$ cat src/rtl/or16_accum.sv
// or16_accum -- ORs WORDS consecutive 16-bit words into one frame result.
// Words and results use valid/ready handshakes. A completed result is held in
// DONE until downstream takes it. A new frame may start on the same edge the
// result is released.
// Optional feature: define OR16_ACCUM_ZERO_EN to add the registered out_zero
// flag, which is set when the frame result is all-zero.
// flush is the synchronous abort. It discards the partial frame and any pending result.
module or16_accum #(
    parameter int WORDS = 4
) (
    input  logic        clk,
    input  logic        rst_n,
    input  logic        flush,
    input  logic        in_valid,
    output logic        in_ready,
    input  logic [15:0] in_data,
    output logic        out_valid,
    input  logic        out_ready,
`ifdef OR16_ACCUM_ZERO_EN
    output logic        out_zero,
`endif
    output logic [15:0] out
);

    // Index of the word that completes a frame.
    localparam logic [7:0] LAST = 8'(WORDS - 1);

    typedef enum logic {
        ACCUM = 1'b0,
        DONE  = 1'b1
    } state_t;

    state_t      state_r;
    logic [15:0] acc_r;
    logic [7:0]  count_r;
    logic [15:0] out_r;
    logic        out_valid_r;

    logic        in_ready_s;
    logic        accept_s;
    logic        load_s;
    logic [15:0] result_s;

    // All-zero detector for a frame result.
    function automatic logic is_zero(input logic [15:0] v);
        return (v == 16'h0000);
    endfunction

    // Ready while collecting, or while the held result leaves this cycle; never during flush.
    always_comb begin
        in_ready_s = 1'b0;
        if (flush) begin
            in_ready_s = 1'b0;
        end else if ((state_r == ACCUM) || out_ready) begin
            in_ready_s = 1'b1;
        end else begin
            in_ready_s = 1'b0;
        end
    end

    assign in_ready = in_ready_s;
    assign accept_s = in_valid & in_ready_s;

    // Decide whether a result loads this edge, and what that result is.
    // In DONE, a load happens only for single-word frames that restart back-to-back.
    always_comb begin
        load_s   = 1'b0;
        result_s = 16'h0000;
        if (state_r == ACCUM) begin
            load_s   = accept_s & (count_r == LAST);
            result_s = acc_r | in_data;
        end else begin
            load_s   = accept_s & out_ready & (WORDS == 1);
            result_s = in_data;
        end
    end

    // Frame FSM: accumulation, count, state and result-valid flag.
    always_ff @(posedge clk or negedge rst_n) begin
        if (!rst_n) begin
            state_r     <= ACCUM;
            acc_r       <= 16'h0000;
            count_r     <= 8'd0;
            out_valid_r <= 1'b0;
        end else if (flush) begin
            state_r     <= ACCUM;
            acc_r       <= 16'h0000;
            count_r     <= 8'd0;
            out_valid_r <= 1'b0;
        end else begin
            case (state_r)
                ACCUM: begin
                    if (accept_s) begin
                        if (count_r == LAST) begin
                            acc_r       <= 16'h0000;
                            count_r     <= 8'd0;
                            state_r     <= DONE;
                            out_valid_r <= 1'b1;
                        end else begin
                            acc_r   <= acc_r | in_data;
                            count_r <= count_r + 8'd1;
                        end
                    end else begin
                        state_r <= ACCUM;
                    end
                end
                DONE: begin
                    if (out_ready) begin
                        if (accept_s) begin
                            if (WORDS == 1) begin
                                // The new word is already a complete frame, so stay in DONE.
                                state_r     <= DONE;
                                out_valid_r <= 1'b1;
                            end else begin
                                acc_r       <= in_data;
                                count_r     <= 8'd1;
                                state_r     <= ACCUM;
                                out_valid_r <= 1'b0;
                            end
                        end else begin
                            state_r     <= ACCUM;
                            out_valid_r <= 1'b0;
                        end
                    end else begin
                        state_r <= DONE;
                    end
                end
                default: begin
                    state_r     <= ACCUM;
                    acc_r       <= 16'h0000;
                    count_r     <= 8'd0;
                    out_valid_r <= 1'b0;
                end
            endcase
        end
    end

    // Result register: keeps its value after release. Only out_valid qualifies it.
    always_ff @(posedge clk or negedge rst_n) begin
        if (!rst_n) begin
            out_r <= 16'h0000;
        end else if (load_s) begin
            out_r <= result_s;
        end else begin
            out_r <= out_r;
        end
    end

`ifdef OR16_ACCUM_ZERO_EN
    logic out_zero_r;

    // Zero flag loads with the result. It is cleared by reset and by flush, like out_valid.
    always_ff @(posedge clk or negedge rst_n) begin
        if (!rst_n) begin
            out_zero_r <= 1'b0;
        end else if (flush) begin
            out_zero_r <= 1'b0;
        end else if (load_s) begin
            out_zero_r <= is_zero(result_s);
        end else begin
            out_zero_r <= out_zero_r;
        end
    end

    assign out_zero = out_zero_r;
`endif

    assign out       = out_r;
    assign out_valid = out_valid_r;

endmodule
$ cat config.mk
export PLATFORM = sky130hd
export DESIGN_NAME = or16_accum
export DESIGN_NICKNAME = d
export VERILOG_FILES = /design/src/rtl/or16_accum.sv
export SDC_FILE = /design/constraint.sdc
export NUM_CORES = 1
export LEC_CHECK = 0
export CORE_AREA = 2 2 66 68
export CTS_CLUSTER_DIAMETER = 150
export DETAILED_ROUTE_END_ITERATION = 16
export DIE_AREA = 0 0 68 70
export GPL_TIMING_DRIVEN = 0
export PLACE_DENSITY = 0.84
export SYNTH_ARGS = -nofsm -noshare
export SYNTH_HDL_FRONTEND = slang
export SYNTH_SLANG_ARGS = --single-unit
export TNS_END_PERCENT = 5
$ cat constraint.sdc
create_clock -name clk -period 2.6 [get_ports clk]
set_clock_uncertainty 0.2 [all_clocks]
set_input_delay 0.78 -clock clk [delete_from_list [all_inputs] [get_ports clk]]
set_output_delay 0.78 -clock clk [all_outputs]
set_load 0.05 [all_outputs]
==> impl_metrics.json <==
{
  "vdd_drop_max_v": 0.000399,
  "worstSetupStartpointType": "register",
  "die_h_um": 70,
  "cts_buffers": 5,
  "first_global_vias": 1579,
  "tightest_slew_ns": 0.577,
  "synth_top_area_share_pct": 53.2,
  "holdWs_ns": 0.160,
  "ys_types": 38,
  "setup_slack_ns": 0.138,
  "max_stage_delay_ns": 0.81,
  "post_drt_wl_per_cell_um": 14.8,
  "area_growth_pct": 29.2,
  "final_antenna_net_count": 0,
  "dp.final_hpwl_um": 2910,
  "synth-seq-cells": 42,
  "wirelength_um": 4150,
  "worstSetupPathType": "reg -> out",
  "placedCellCount": 272,
  "cts_hold_buffers": 0,
  "critPathTopFamily": "buffers and inverters",
  "utilization_pct": 61.6,
  "place.gp.congestion": 0.791,
  "root_buffer": "clkbuf_8",
  "synth_nets": 205,
  "pre_cts_ws_ns": -0.652,
  "antennaDiodeCount": 0,
  "grt.busiest_layer": "met2",
  "grt_pass1_wl_um": 7200,
  "max_slew_margin_pct": 61.3,
  "pwr_density_cell_nw_per_um2": 876,
  "worst-path-buf-inv": 1,
  "endpoint_kind": "output port",
  "clockBufferDepth": 2,
  "use_met3_pct": 4.51,
  "via_per_inst": 5.49,
  "rsz0062_at_grt": "false",
  "cts_tree": "built",
  "period_minus_slack_ns": 2.46,
  "clock_latency_ns": 0.29,
  "critPathSlowestCell": "clkdlybuf4s50_1",
  "drive_gt1_share_pct": 18.3,
  "num_rows": 24,
  "start_util_pct": 47.7,
  "clock-sinks": 42,
  "vias": 1544,
  "hold_path.class": "in -> async",
  "drt_iter0_drc": 104,
  "status": "complete, no violations",
  "setup_viol": 0,
  "critical_path.cell_chain": "clkdlybuf4s50_1",
  "required_ns": 1.62,
  "met2_usage_pct": 34.5,
  "maxCapViolations": 0,
  "syn_inst": 182,
  "portBuffers": 37,
  "cp.arrival_ns": 1.48,
  "syn_area_sq_um": 1980,
  "first_pass_iters": 4,
  "top_level_ports": 39,
  "grt_antenna_before_repair": 0,
  "core_area_sq_um": 4140,
  "fmaxAchievable_mhz": 406,
  "yosysWarnings": 0,
  "fin_nets": 251,
  "yosys-top-cells-area": "dfrtp_1 (53%), a22o_1 (7.1%), nor2_1 (4.9%), a21oi_2 (4.4%), o21ai_0 (4.1%)",
  "grt_max_degree": 32,
  "die_w_um": 68,
  "hold_viol_final": 0,
  "fin_cells": 281,
  "dieArea_sq_um": 4760,
  "overflow": 0,
  "postSynthAreaPerCell_sq_um": 10.9,
  "finalCritPeriodShare_pct": 94.7,
  "track_usage_pct": 20.0,
  "synth_area_leader_cell": "dfrtp_1",
  "path_clk_slew_ns": 0.08,
  "slew_viol_final": 0,
  "groute.layer.met1.usage_pct": 24.4,
  "ys_seq_area_share_pct": 53.2,
  "leakagePower_nw": 1.10,
  "critPathMaxFanout": 3,
  "remaining_drc_errors": 0,
  "cts.htree.levels": 2
}
[power breakdown]
| part | internal, mW | total [mW] | switching [mW] |
|---|---|---|---|
| clock | 0.286 | 0.512 | 0.226 |
| combinational | 0.311 | 0.860 | 0.549 |
| sequential | 0.789 | 0.865 | 0.0760 |
| total | 1.39 | 2.24 | 0.851 |
[layer usage]
layer	vias up	share of wire [%]
li1	745	-
met1	750	44
met2	40	50
met3	9	4.4
met4	0	1.6
met5	-	0
[worst paths after layout]
path                                 start    endpoint  slack (ns)  depth (start not counted)
worst max-delay path             out_valid   out_valid        0.14                          1
worst min-delay path                 rst_n  count_r[4]        0.16                          1
worst max register to register  count_r[0]    acc_r[7]        0.30                          6
worst min register to register   acc_r[11]   acc_r[11]        0.31                          1
max in group asynchronous            rst_n    acc_r[9]        1.58                          2
min in group clk                 acc_r[11]   acc_r[11]        0.31                          1
[worst register-to-register path, cell delays in order, from the launching register on]
cell and delay [ns]:
dfrtp_1 0.49, ha_1 0.26, or3b_2 0.52, nor3_1 0.20, nor3_2 0.14, clkbuf_8 0.19, a22o_2 0.21
[stage by stage]
step	setup TNS (ns)	power, mW	instance area [sq um]
after floorplan	0	1.44	1980
final	0	2.24	2550
after detailed placement	-3.51	1.74	2430
after CTS	0	2.25	2550
after global placement	-25.18	1.72	2410
after global routing	0	2.35	2550
[timing repair]
item                       4_1_cts  5_1_grt
buffers inserted                 1        0
setup endpoints to repair        3        0
resized for setup               10        0
[Yosys cell counts (all sizes together)]
cell type,instances
nor2b,7
nand3,3
a22o,18
buf,6
o21ai,16
nor4bb,1
a211o,1
nor4,1
dfrtp,42
o31ai,3
nor3,4
nand2,7
and4,1
or4,3
nand4,1
nor4b,2
a211oi,1
or3,1
a21o,1
o21bai,1
a21oi,15
or4b,1
inv,8
or3b,1
clkbuf,4
ha,2
nand2b,2
a31oi,1
nor2,26
or2,2
[logic make-up (layout without fill, tap and decap cells)]
kind of cell | count (synthesis) | after routing | share of synthesized area [%]
AO/OA/AOI/OAI | 57 | 57 | 21.1
adder cells (fa/ha/maj) | 2 | 2 | 1.27
AND/OR/NAND/NOR | 63 | 63 | 18.4
buffers and inverters | 18 | 65 | 6.01
flip-flops | 42 | 42 | 53.2
[state kept, by name, summed over array words and instances (netlist names)]
signal     flops
acc_r         16
count_r        8
out           16
out_valid      1
state_r        1
[cells in the final DEF, fill, tap and decap left out, drive strengths merged, types with 7 or more instances in the layout]
cell	instances
nand2	7
a21oi	15
clkdlybuf4s50	34
nor2	26
buf	10
inv	8
a22o	18
dfrtp	42
clkbuf	10
o21ai	16
nor2b	7
[cell type report]
cell class / count / area, sq um
fill: 349 / 1590
sequential: 42 / 1050
multi-input combinational: 122 / 816
timing repair buffer: 39 / 393
buffer: 10 / 88.8
clock buffer: 6 / 72.6
tap: 52 / 65.1
clock inverter: 2 / 37.5
inverter: 8 / 30.0
(Power assumes the default switching activity.)
